[src/rtl/ethernet_pkg.sv]
// Shared Ethernet TX types: pacer FSM states, the AXI-stream beat bundle and tkeep byte counting.
package ethernet_pkg;

   typedef enum logic [1:0] {P_IDLE, P_FRAME, P_DROP, P_GAP} pacer_state_t;

   typedef struct packed {
      logic [63:0] data;
      logic [7:0]  keep;
      logic        last;
      logic        user;
   } axis_beat_t;

   function automatic logic [3:0] keep_bytes(input logic [7:0] keep);
      logic [3:0] n;
      n = 4'd0;
      for (int i = 0; i < 8; i++) n = n + {3'd0, keep[i]};
      return n;
   endfunction

endpackage

[src/rtl/axis_skid_buf.sv]
// Two-entry AXI-stream beat buffer; a pushed beat is presented on the following cycle.
// s_rdy is a flop (entries < 2), so there is no combinational path from m_rdy to s_rdy.
module axis_skid_buf
   import ethernet_pkg::*;
(
   input  logic       clk156,
   input  logic       sys_rst_n,
   input  logic       s_vld,
   output logic       s_rdy,
   input  axis_beat_t s_dat,
   output logic       m_vld,
   input  logic       m_rdy,
   output axis_beat_t m_dat
);

   axis_beat_t head, tail;
   logic [1:0] cnt, cnt_nxt;
   logic       push, pop;

   assign push    = s_vld && s_rdy;
   assign pop     = m_vld && m_rdy;
   assign m_vld   = (cnt != 2'd0);
   assign m_dat   = head;
   assign cnt_nxt = cnt + {1'b0, push} - {1'b0, pop};

   always_ff @(posedge clk156 or negedge sys_rst_n) begin
      if (!sys_rst_n) begin
         head  <= '0;
         tail  <= '0;
         cnt   <= 2'd0;
         s_rdy <= 1'b0;
      end else begin
         // head always holds the oldest beat; tail only fills when head is busy
         if (pop && cnt == 2'd2)
            head <= tail;
         else if (push && (cnt == 2'd0 || (cnt == 2'd1 && pop)))
            head <= s_dat;
         if (push && cnt == 2'd1 && !pop)
            tail <= s_dat;
         cnt   <= cnt_nxt;
         s_rdy <= (cnt_nxt < 2'd2);
      end
   end

endmodule

[src/rtl/eth_tx_pacer.sv]
// TX frame pacer: forwards beats with 1-cycle latency, truncates frames at max_beats, forces ifg_len idle cycles.
// Backpressure: s_axis_tx_tready is flop-derived (buffer space, FSM state), never combinational from m_axis_tx_tready.
// Statistics counters exist only when ETH_TX_PACER_STATS_EN is defined; otherwise they are tied to zero.
module eth_tx_pacer
   import ethernet_pkg::*;
#(
   parameter logic [27:0] ifg_len   = 28'd16,
   parameter logic [15:0] max_beats = 16'd128
) (
   input  logic        clk156,
   input  logic        sys_rst_n,
   input  logic        s_axis_tx_tvalid,
   output logic        s_axis_tx_tready,
   input  logic [63:0] s_axis_tx_tdata,
   input  logic [7:0]  s_axis_tx_tkeep,
   input  logic        s_axis_tx_tlast,
   input  logic        s_axis_tx_tuser,
   output logic        m_axis_tx_tvalid,
   input  logic        m_axis_tx_tready,
   output logic [63:0] m_axis_tx_tdata,
   output logic [7:0]  m_axis_tx_tkeep,
   output logic        m_axis_tx_tlast,
   output logic        m_axis_tx_tuser,
   output logic [31:0] frame_cnt,
   output logic [47:0] byte_cnt,
   output logic [15:0] trunc_cnt
);

   pacer_state_t state, state_nxt;
   logic [15:0]  beat_cnt, beat_cnt_nxt;
   logic [27:0]  gap_cnt, gap_cnt_nxt;
   logic [1:0]   rst_sync;
   logic         buf_rdy, push, accept, at_limit;
   axis_beat_t   push_dat, out_dat;

   // Dropped beats bypass the buffer, so P_DROP keeps tready high regardless of buffer space
   assign s_axis_tx_tready = rst_sync[1] && ((state == P_DROP) || (state != P_GAP && buf_rdy));
   assign accept           = s_axis_tx_tvalid && s_axis_tx_tready;
   assign at_limit         = ((beat_cnt + 16'd1) == max_beats);

   always_ff @(posedge clk156 or negedge sys_rst_n) begin
      if (!sys_rst_n) begin
         rst_sync <= 2'b00;
         state    <= P_IDLE;
         beat_cnt <= 16'd0;
         gap_cnt  <= 28'd0;
      end else begin
         rst_sync <= {rst_sync[0], 1'b1};
         state    <= state_nxt;
         beat_cnt <= beat_cnt_nxt;
         gap_cnt  <= gap_cnt_nxt;
      end
   end

   always_comb begin
      state_nxt     = state;
      beat_cnt_nxt  = beat_cnt;
      gap_cnt_nxt   = gap_cnt;
      push          = 1'b0;
      push_dat.data = s_axis_tx_tdata;
      push_dat.keep = s_axis_tx_tkeep;
      push_dat.last = s_axis_tx_tlast;
      push_dat.user = s_axis_tx_tuser;
      unique case (state)
         P_IDLE, P_FRAME: begin
            if (accept) begin
               push = 1'b1;
               if (s_axis_tx_tlast) begin
                  beat_cnt_nxt = 16'd0;
                  gap_cnt_nxt  = 28'd0;
                  state_nxt    = (ifg_len == 28'd0) ? P_IDLE : P_GAP;
               end else if (at_limit) begin
                  push_dat.last = 1'b1;
                  push_dat.user = 1'b1;
                  beat_cnt_nxt  = 16'd0;
                  state_nxt     = P_DROP;
               end else begin
                  beat_cnt_nxt = beat_cnt + 16'd1;
                  state_nxt    = P_FRAME;
               end
            end
         end
         P_DROP: begin
            if (accept && s_axis_tx_tlast) begin
               gap_cnt_nxt = 28'd0;
               state_nxt   = (ifg_len == 28'd0) ? P_IDLE : P_GAP;
            end
         end
         P_GAP: begin
            if (gap_cnt >= ifg_len - 28'd1) state_nxt = P_IDLE;
            gap_cnt_nxt = (gap_cnt == '1) ? gap_cnt : gap_cnt + 28'd1;
         end
         default: state_nxt = P_IDLE;
      endcase
   end

   axis_skid_buf u_buf (
      .clk156    (clk156),
      .sys_rst_n (sys_rst_n),
      .s_vld     (push),
      .s_rdy     (buf_rdy),
      .s_dat     (push_dat),
      .m_vld     (m_axis_tx_tvalid),
      .m_rdy     (m_axis_tx_tready),
      .m_dat     (out_dat)
   );

   assign m_axis_tx_tdata = out_dat.data;
   assign m_axis_tx_tkeep = out_dat.keep;
   assign m_axis_tx_tlast = out_dat.last;
   assign m_axis_tx_tuser = out_dat.user;

`ifdef ETH_TX_PACER_STATS_EN
   logic [31:0] frame_q;
   logic [47:0] byte_q;
   logic [15:0] trunc_q;
   logic        out_hs, trunc_evt;

   assign out_hs    = m_axis_tx_tvalid && m_axis_tx_tready;
   assign trunc_evt = accept && (state == P_IDLE || state == P_FRAME) && !s_axis_tx_tlast && at_limit;

   always_ff @(posedge clk156 or negedge sys_rst_n) begin
      if (!sys_rst_n) begin
         frame_q <= 32'd0;
         byte_q  <= 48'd0;
         trunc_q <= 16'd0;
      end else begin
         if (out_hs && out_dat.last) frame_q <= frame_q + 32'd1;
         if (out_hs)                 byte_q  <= byte_q + {44'd0, keep_bytes(out_dat.keep)};
         if (trunc_evt)              trunc_q <= trunc_q + 16'd1;
      end
   end

   assign frame_cnt = frame_q;
   assign byte_cnt  = byte_q;
   assign trunc_cnt = trunc_q;
`else
   assign frame_cnt = 32'd0;
   assign byte_cnt  = 48'd0;
   assign trunc_cnt = 16'd0;
`endif

endmodule

[config.mk]
export PLATFORM = sky130hd
export DESIGN_NAME = eth_tx_pacer
export DESIGN_NICKNAME = d
export VERILOG_FILES = /design/src/rtl/ethernet_pkg.sv /design/src/rtl/axis_skid_buf.sv /design/src/rtl/eth_tx_pacer.sv
export SDC_FILE = /design/constraint.sdc
export NUM_CORES = 1
export LEC_CHECK = 0
export BUFFER_PORTS_ARGS = -buffer_cell sky130_fd_sc_hd__buf_2
export CAP_MARGIN = 10
export CORE_MARGIN = 2
export CORE_UTILIZATION = 35
export DETAILED_ROUTE_END_ITERATION = 10
export GPL_ROUTABILITY_DRIVEN = 0
export HOLD_SLACK_MARGIN = 0.12
export SETUP_SLACK_MARGIN = 0.1
export SLEW_MARGIN = 20
export SYNTH_ARGS = -nofsm -noshare
export SYNTH_HDL_FRONTEND = slang
export SYNTH_HIERARCHICAL = 1
export SYNTH_SLANG_ARGS = --single-unit
[constraint.sdc]
create_clock -name clk156 -period 2.5 [get_ports clk156]
set_clock_uncertainty 0.2 [all_clocks]
set_input_delay 0.375 -clock clk156 [delete_from_list [all_inputs] [get_ports clk156]]
set_output_delay 0.375 -clock clk156 [all_outputs]
set_load 0.01 [all_outputs]
After elaboration in Yosys (flattened, before gate mapping)
Cells that the tools add are included.
- input port bits: 78
- word-level logic and storage cells: 76
- output and inout bits: 172
- register bits: 199
- reduce and logical (&&, ||, !) cells: 22
- $add $sub $neg: 4
- multiplexer cells: 21
- equality and inequality tests: 13
- $lt $le $gt $ge: 2
- operator list (kind ; number):
    $mux 74 ; 2
    $mux 28 ; 4
    $pmux 28 s3 ; 1
    $mux 16 ; 2
    $add 28x1->28 const B ; 1
    $eq 28x28->1 const B ; 1
    $ge 28x4->1 const B ; 1
    $mux 2 ; 9
    $add 16x1->16 const B ; 1
    $eq 16x8->1 const B ; 1
    $logic_and 1x1->1 ; 11
    $ne 2x2->1 const B ; 5
    $eq 2x2->1 const B ; 3
    $pmux 2 s3 ; 1
    $eq 2x1->1 const B ; 2
    $logic_not 2->1 ; 2
    $reduce_and 4->1 ; 1
    $reduce_bool 2->1 ; 2
    $reduce_and 3->1 ; 1
    $add 2x1->2 ; 1
    $logic_or 1x1->1 ; 2
    $lt 2x2->1 const B ; 1
    $mux 1 ; 2
    $ne 2x1->1 const B ; 1
    4 further kinds ; 4

Depth between registers and ports, before layout
Gate-level depths: netlist (run 1).
- depth after elaboration: 11
- depth in mapped cells: 10
- mapped depth without buffers: 10

Cells and area by module
The synthesis (run 1) kept the hierarchy.
- by module, submodules not included (module ; cells each ; area each (um^2) ; instances):
    axis_skid_buf ; 412 ; 6586.3 ; 1
    eth_tx_pacer ; 410 ; 3502.1 ; 1

Worst setup path after synthesis (run 1)
Ideal clock, no wire load.
- path type: reg2reg
- from: register beat_cnt[0]
- to: register u_buf.head, in the netlist u_buf/m_dat[1]
- buffers on the path: 0
- path slack: -0.222 ns
- arrival time: 2.458 ns
- stages on the path, launching flop included: 11
- cell sequence: dfrtp_1 > ha_1 > nand3_2 > or3_1 > a21o_1 > a2111o_1 > nor4_4 > nand2_1 > nand2_1 > mux2_2 > mux2_2
- RTL lines (element ; RTL line ; source):
    start: declaration ; eth_tx_pacer.sv:30 ; logic [15:0] beat_cnt, beat_cnt_nxt;
    start signal: assignment ; eth_tx_pacer.sv:50 ; beat_cnt <= beat_cnt_nxt;
    end signal: assignment ; axis_skid_buf.sv:35 ; head <= tail;
    end signal: assignment ; axis_skid_buf.sv:37 ; head <= s_dat;
    end: declaration ; axis_skid_buf.sv:16 ; axis_beat_t head, tail;

==> impl_metrics.py, run 1 <==
metrics = {
    "floorplanning": {
        "die_width_um": 174,
        "num_rows": 62,
        "die-area_um2": 30200,
        "boundaryPins": 250,
        "starting_density_of_the_core_pct": 35.3,
        "placeableCoreArea_um2": 28500,
        "die_h_um": 174,
    },
    "finish": {
        "antenna_cells": 0,
        "fin_nets": 1186,
        "most_common_cell_after_layout_fill_and_taps_aside": "sky130_fd_sc_hd__dfrtp_1",
        "drive_gt1_share_pct": 41.4,
        "fill_cells": 2592,
        "final_core_util_pct": 45.7,
        "areaGrowthSynthToFinish_pct": 29.2,
        "mostFrequentLayoutCells": "sky130_fd_sc_hd__dfrtp_1, sky130_fd_sc_hd__mux2_2, sky130_fd_sc_hd__buf_2, sky130_fd_sc_hd__conb_1, sky130_fd_sc_hd__dlygate4sd3_1",
        "final_cells": 1500,
    },
    "timing": {
        "final_hold_viol_count": 0,
        "fin_crit_sh_pct": 103,
        "max_freq_mhz": 390,
        "setup_violations": 3,
        "rsz_0062_raised_after_global_routing": "true",
        "fin_tns_setup_ns": -0.154,
        "post-route-worst-setup-slack_ns": -0.0658,
        "drv_slew": 0,
        "timing.final.crit_period_ns": 2.57,
    },
    "detailed_routing": {
        "post_drt_wl_per_cell_um": 14.3,
        "detail_route.wirelength_mm": 21.4,
        "viasPerCell": 4.56,
        "ant_nets": 0,
        "drt_drc": 0,
        "drt_pass1_iterations": 4,
        "detailedRoute.firstIterationViolations": 236,
        "dr_total_vias": 6835,
    },
    "pwr": {
        "sequentialPowerShare_pct": 41.6,
        "internal_portion_of_total_power_mw": 7.92,
        "power.leakage_nw": 6.21,
        "power.clock.fraction_pct": 23.6,
        "p_sw_mw": 3.88,
        "power.share.combinational_pct": 34.8,
        "netSwitchingFraction_pct": 32.9,
        "cellPowerDensity_nw_per_um2": 906,
        "max-vdd-ir-drop_mv": 0.554,
    },
    "clock_tree": {
        "clkTransAtPathRegs_ns": 0.07,
        "cts.path.max_buffers": 2,
        "root_buffer": "sky130_fd_sc_hd__clkbuf_16",
        "cts_tree": "done",
        "cts_made_buffers": 17,
        "cts_max_level": 4,
        "clkLatencyLatePin_ns": 0.43,
        "clkSinkCount": 199,
    },
    "worst_setup_path": {
        "rr_worst_depth": 11,
        "critical_path.reg2reg.endpoint": "u_buf/m_dat[0]",
        "worst_path_arrival_time_ns": 2.68,
        "timing.setup.critical_path_class": "flop to flop",
        "timing.critical_path.required_ns": 2.62,
        "critPathSlowestCell": "sky130_fd_sc_hd__dfrtp_2",
        "crit_path_cell_trace": "ha_4 > nand3_4 > or3_4 > buf_4 > nor2_2 > a2111o_1 > nor4_4 > buf_4 > a21o_1 > mux2_2 > mux2_2",
        "timing.critical_path.to_type": "flop",
        "reg2reg_setup_slack_ns": -0.07,
        "path_max_fanout": 5,
        "reg2reg_from": "beat_cnt[0]",
        "worst_setup_path_start_kind": "flop",
        "cpPeakStageDelay_ns": 0.42,
    },
    "logic_synthesis": {
        "ys.warnings.count": 6,
        "synth-edff-count": 0,
        "synth_ff_type": "sky130_fd_sc_hd__dfrtp_1",
        "ys_seq_elements": 199,
        "synth_cell_types": 60,
        "synth.cell_area_um2": 10100,
        "postSynth.asyncResetShare_pct": 100,
        "synthCells": 822,
        "syn_avg_cell_area_um2": 12.3,
        "seq_area_frac_synth_pct": 49.4,
    },
    "flow_run": {
        "drv.max_cap_violation_count": 0,
    },
    "global_route": {
        "grt_max_degree": 60,
        "grt_antenna_before_repair": 0,
        "grtUsageTotal_pct": 14.3,
        "wire_length_of_the_first_global_routing_pass_mm": 35.1,
        "grt_pass1_vias": 6891,
        "grt_remaining_overflow": 0,
    },
    "placement": {
        "post-place-cells": 1388,
        "dp.final_hpwl_mm": 14.5,
        "buffer_ports.inserted": 153,
    },
    "outcome": {
        "violations": "setup timing",
        "status": "complete, but fails checks",
    },
    "min_path": {
        "min_path_type": "flop to flop",
        "worst_hold_path.endpoint": "rst_sync[1]",
        "min_path_cells": 0,
        "min-delay-start": "rst_sync[0]",
    },
}
## final cells by class
type / count / area [um^2] / share of cell area [%]
sequential: 199 / 4980 / 38.2
multi-input combinational: 573 / 4650 / 35.7
inverter: 10 / 40.0 / 0.307
timing repair buffer: 303 / 2270 / 17.4
tap: 384 / 480 / 3.69
clock inverter: 14 / 183 / 1.40
clock buffer: 17 / 425 / 3.26
## registers in the layout, indices dropped and copies added, names as in the netlist
register / flops
gap_cnt: 28
u_buf/m_dat: 74
u_buf/cnt: 2
beat_cnt: 16
u_buf/s_rdy: 1
u_buf/tail: 74
state: 2
rst_sync: 2
## layer usage
metal / track usage (%) / vias up / part of all wire, %
li1: - / 3266 / -
met1: 18.3 / 3339 / 44
met2: 23.7 / 205 / 48
met3: 3.77 / 25 / 5.7
met4: 4.38 / 0 / 1.9
met5: 0 / - / 0
## cells by family after synthesis
logic type / Yosys count / share of synthesized area [%]
multiplexers: 223 / 24.9
flip-flops: 199 / 49.4
AND/OR/NAND/NOR: 170 / 9.03
buffers and inverters: 145 / 10.1
AO/OA/AOI/OAI: 48 / 3.32
XOR/XNOR: 31 / 2.69
adder cells (fa/ha/maj): 4 / 0.496
other: 2 / 0.0744
## per-stage QoR
step / setup slack, ns / power [mW] / cell area, um^2 / hold slack (ns)
finish: -0.0658 / 11.8 / 13000 / 0.154
global placement: -0.177 / 8.83 / 11400 / 0.0976
CTS: -0.137 / 11.9 / 12800 / 0.145
floorplan: -0.0932 / 7.57 / 10500 / -0.121
global route: -0.183 / 12.6 / 13000 / 0.164
detailed placement: -0.247 / 8.95 / 11400 / 0.0968
## synth_stat cells (all sizes together), types with 6 or more instances
library cell | count | share of area, %
mux2 | 222 | 25
dfrtp | 199 | 49
buf | 126 | 9.4
nand2 | 42 | 1.6
nor2 | 33 | 1.2
xor2 | 21 | 1.8
nand3 | 20 | 1.0
nor4 | 16 | 1.2
o21ai | 16 | 0.79
nand4 | 14 | 0.93
xnor2 | 10 | 0.87
clkbuf | 9 | 0.33
inv | 9 | 0.33
a31oi | 8 | 0.50
and3 | 8 | 0.50
and2 | 7 | 0.43
nor3 | 6 | 0.30
## power by group through the flow
stage,combinational [mW],clock [mW],sequential (mW)
after floorplan,2.37,0,5.19
after detailed placement,3.98,0,4.97
after global placement,3.91,0,4.92
final,4.11,2.78,4.92
after CTS,4.09,2.89,4.92
after global routing,4.49,3.02,5.08
## timing repair
action,in CTS,in global routing
buffers inserted,3,4
pin swaps,2,9
gates cloned,0,2
setup endpoints to repair,20,158
hold endpoints to repair,343,0
hold buffers,74,0
resized for setup,12,28
## worst max-delay path by stage
stage                            from        endpoint  slack [ns]  cells after the start
after global routing      beat_cnt[0]  u_buf/m_dat[1]       -0.18                     11
final                     beat_cnt[0]  u_buf/m_dat[0]       -0.07                     11
after floorplan           beat_cnt[0]  u_buf/m_dat[1]       -0.09                     10
after global placement    beat_cnt[1]  u_buf/m_dat[1]       -0.18                     11
after detailed placement  beat_cnt[2]  u_buf/m_dat[0]       -0.25                      9
after CTS                 beat_cnt[1]  u_buf/m_dat[0]       -0.14                     10
## worst max-delay path, delay by kind of cell, from the launching register on
family	cells	cell delay, ns
compound gates	2	0.30
fa+ha+maj	1	0.16
buf+inv	2	0.29
flops	1	0.42
mux	2	0.52
simple gates	4	0.56
(Power assumes the default switching activity.)
==> run 2, diff against run 1 <==
--- a/config.mk
+++ b/config.mk
@@ -16,5 +16,4 @@
 export SLEW_MARGIN = 20
 export SYNTH_ARGS = -nofsm -noshare
 export SYNTH_HDL_FRONTEND = slang
-export SYNTH_HIERARCHICAL = 1
 export SYNTH_SLANG_ARGS = --single-unit
==> run 2 against run 1 <==
Compared with the run above:
- the run now ends clean
- sequential power up 9.3%
- wire length is 7.6% higher
- non-clock buffer count is 24 lower
- fmax rose by 3.6%
- global-route usage grew 1.9 points
- design area is 5.9% lower
- synthesized cell count is 17% higher
- combinational power shrank 5.4%
- via count rose by 12%
- critical path depth fell by 3
- sequential share of layout area up 2.4 points
- critical path type unchanged
- critical endpoint is now state[0]
- largest power group unchanged
==> impl_metrics.py, run 2 <==
metrics = {
    "outcome": {
        "status": "complete, no violations",
    },
    "timing": {
        "timing.final.crit_period_ns": 2.48,
        "fin_tns_setup_ns": 0,
        "max_freq_mhz": 404,
        "slew-limit-headroom_pct": 66.0,
        "setup_violations": 0,
        "fin_crit_sh_pct": 99.1,
        "drv_slew": 0,
        "final_hold_viol_count": 0,
        "worst-slew-pin-transition_ns": 0.511,
        "rsz_0062_raised_after_global_routing": "true",
    },
    "logic_synthesis": {
        "synth_cell_types": 57,
        "postSynth.asyncResetShare_pct": 100,
        "syn_avg_cell_area_um2": 9.97,
        "seq_area_frac_synth_pct": 52.1,
        "post-synth-top-count-cell": "sky130_fd_sc_hd__dfrtp_1",
        "synth-edff-count": 0,
        "synthCells": 959,
        "synth_ff_type": "sky130_fd_sc_hd__dfrtp_1",
        "post-synth-top-area-cell": "sky130_fd_sc_hd__dfrtp_1",
        "netlist_top_cells_count": "sky130_fd_sc_hd__dfrtp_1, sky130_fd_sc_hd__nor2_1, sky130_fd_sc_hd__buf_4, sky130_fd_sc_hd__nand2_1, sky130_fd_sc_hd__mux2_2",
        "synth.top_cells.by_area": "sky130_fd_sc_hd__dfrtp_1, sky130_fd_sc_hd__mux2_2, sky130_fd_sc_hd__buf_4",
        "ys.warnings.count": 0,
        "ys_seq_elements": 199,
        "synth.cell_area_um2": 9560,
        "synthDominantCellAreaShare_pct": 52.1,
    },
    "finish": {
        "most_common_cell_after_layout_fill_and_taps_aside": "sky130_fd_sc_hd__dfrtp_1",
        "fill_cells": 2505,
        "drive_gt1_share_pct": 28.5,
        "final_design_area_no_fill_um2": 12300,
        "fin_nets": 1288,
        "final_core_util_pct": 45.7,
        "areaGrowthSynthToFinish_pct": 28.4,
        "final_cells": 1560,
        "mostFrequentLayoutCells": "sky130_fd_sc_hd__dfrtp_1, sky130_fd_sc_hd__nor2_1, sky130_fd_sc_hd__buf_2, sky130_fd_sc_hd__conb_1, sky130_fd_sc_hd__nand2_1",
        "antenna_cells": 0,
    },
    "global_route": {
        "grt_max_degree": 54,
        "grt_antenna_before_repair": 0,
        "grt_remaining_overflow": 0,
        "grt_pass1_vias": 7533,
        "wire_length_of_the_first_global_routing_pass_mm": 37.7,
        "grtUsageTotal_pct": 16.2,
    },
    "worst_setup_path": {
        "reg2reg_setup_slack_ns": 0.02,
        "critical_path.reg2reg.endpoint": "state[0]",
        "worst_path_arrival_time_ns": 2.59,
        "critPathSlowestCell": "sky130_fd_sc_hd__or4_4",
        "cpLargestDelayFamily": "simple AND/OR/NAND/NOR gates",
        "timing.critical_path.required_ns": 2.61,
        "reg2reg_from": "beat_cnt[0]",
        "cp.depth": 8,
        "rr_worst_depth": 8,
        "cpPeakStageDelay_ns": 0.53,
        "crit_path_cell_trace": "ha_4 > buf_4 > nand4_1 > nor4_2 > buf_4 > mux2i_4 > or4_4 > a211o_1",
        "critPathBufInv": 2,
        "path_max_fanout": 5,
        "worst_setup_path_startpoint": "beat_cnt[0]",
        "timing.critical_path.to_type": "flop",
        "timing.setup.critical_path_class": "flop to flop",
        "worst_setup_path_start_kind": "flop",
        "crit_end": "state[0]",
        "cpMostUsedCell": "sky130_fd_sc_hd__buf_4",
    },
    "pwr": {
        "total_power_mw": 12.2,
        "max-vdd-ir-drop_mv": 0.460,
        "power.leakage_nw": 5.65,
        "cellPowerDensity_nw_per_um2": 994,
    },
    "floorplanning": {
        "boundaryPins": 250,
        "die-area_um2": 28600,
        "starting_density_of_the_core_pct": 35.6,
        "placeableCoreArea_um2": 26900,
        "die_width_um": 169,
        "num_rows": 60,
        "die_h_um": 169,
    },
    "detailed_routing": {
        "drt_pass1_iterations": 5,
        "drt_drc": 0,
        "ant_nets": 0,
        "detailedRoute.firstIterationViolations": 464,
        "dr_total_vias": 7666,
        "detail_route.wirelength_mm": 23.0,
        "post_drt_wl_per_cell_um": 14.8,
        "viasPerCell": 4.91,
    },
    "clock_tree": {
        "clkTransAtPathRegs_ns": 0.07,
        "cts.path.max_buffers": 2,
        "cts_tree": "done",
        "cts_max_level": 4,
        "root_buffer": "sky130_fd_sc_hd__clkbuf_16",
        "cts_made_buffers": 17,
        "clkSinkCount": 199,
        "clkLatencyLatePin_ns": 0.43,
    },
    "flow_run": {
        "drv.max_cap_violation_count": 0,
    },
    "placement": {
        "dp.final_hpwl_mm": 15.1,
        "post-place-cells": 1444,
        "placed_cell_area_um2": 10700,
        "buffer_ports.inserted": 153,
    },
    "min_path": {
        "min_path_type": "input pin to flop",
        "min-delay-start": "m_axis_tx_tready",
    },
}
## run 2: cell types whose count changed in the layout (fill, tap and decap cells not counted), moves of 8 or more
cell                      previous run  this run
sky130_fd_sc_hd__a21oi_1             3        11
sky130_fd_sc_hd__a31oi_1             7        33
sky130_fd_sc_hd__buf_4              60        41
sky130_fd_sc_hd__mux2_1             60         0
sky130_fd_sc_hd__mux2_2            158        72
sky130_fd_sc_hd__nand2_1            38        88
sky130_fd_sc_hd__nor2_1             32       156
sky130_fd_sc_hd__nor3_1              4        20
sky130_fd_sc_hd__o22ai_1             0        46
sky130_fd_sc_hd__xnor2_1            10        18
sky130_fd_sc_hd__xor2_1             21         6
## run 2: layout make-up
class                   count  area, um^2  share of cell area (%)
inverters                  10        37.5                   0.306
well taps                 341         427                    3.48
clock inverters            12         165                    1.35
flip-flops and latches    199        4990                    40.7
clock buffers              20         457                    3.72
repair buffers            279        2030                    16.5
multi-input cells         699        4170                    34.0
## run 2: worst reg2reg max path, stage by stage (launching register included)
cell                      delay [ns]
sky130_fd_sc_hd__dfrtp_2        0.45
sky130_fd_sc_hd__ha_4           0.16
sky130_fd_sc_hd__buf_4          0.12
sky130_fd_sc_hd__nand4_1        0.13
sky130_fd_sc_hd__nor4_2         0.23
sky130_fd_sc_hd__buf_4          0.20
sky130_fd_sc_hd__mux2i_4        0.08
sky130_fd_sc_hd__or4_4          0.53
sky130_fd_sc_hd__a211o_1        0.27
## run 2: logic make-up after synthesis
| logic type | share of synthesized area, % |
|---|---|
| simple gates | 17.2 |
| flops | 52.1 |
| buf+inv | 9.95 |
| compound gates | 9.10 |
| mux | 8.80 |
| xor+xnor | 2.29 |
| fa+ha+maj | 0.524 |
| other cells | 0.0786 |
## run 2: metal layers
layer  GRT usage [%]  wire, um  part of all wire, %  up-vias
met1            20.8     10200                   44     3790
li1                -         -                    -     3641
met2            27.2     11200                   49      211
met5               0         0                    0        -
met4            4.50       363                  1.6        0
met3            4.06      1200                  5.2       24
## run 2: where the power goes
part	total [mW]	internal, mW	switching (mW)
registers	5.38	4.57	0.808
logic	3.89	1.83	2.05
clock network	2.93	1.65	1.27
## run 2: worst min path at each step
stage	depth (start not counted)	slack (ns)	end
6_report	4	0.15	u_buf.tail[1]
5_1_grt	4	0.15	u_buf.tail[1]
4_1_cts	4	0.14	u_buf.tail[1]
3_5_place_dp	0	0.15	rst_sync[1]
3_3_place_gp	0	0.13	rst_sync[1]
2_1_floorplan	0	-0.12	beat_cnt[0]
## run 2: repair_timing
action,in CTS,in global routing
hold buffers,74,0
pin swaps,3,7
resized for setup,9,19
setup buffers,1,9
hold endpoints to repair,199,0
endpoints found under the setup margin,9,18
## run 2: through the flow
stage / setup slack [ns] / hold WS, ns
3_3_place_gp: -0.00201 / 0.134
4_1_cts: 0.0422 / 0.139
5_1_grt: -0.0393 / 0.152
2_1_floorplan: 0.00856 / -0.121
3_5_place_dp: -0.0350 / 0.150
6_report: 0.0223 / 0.148
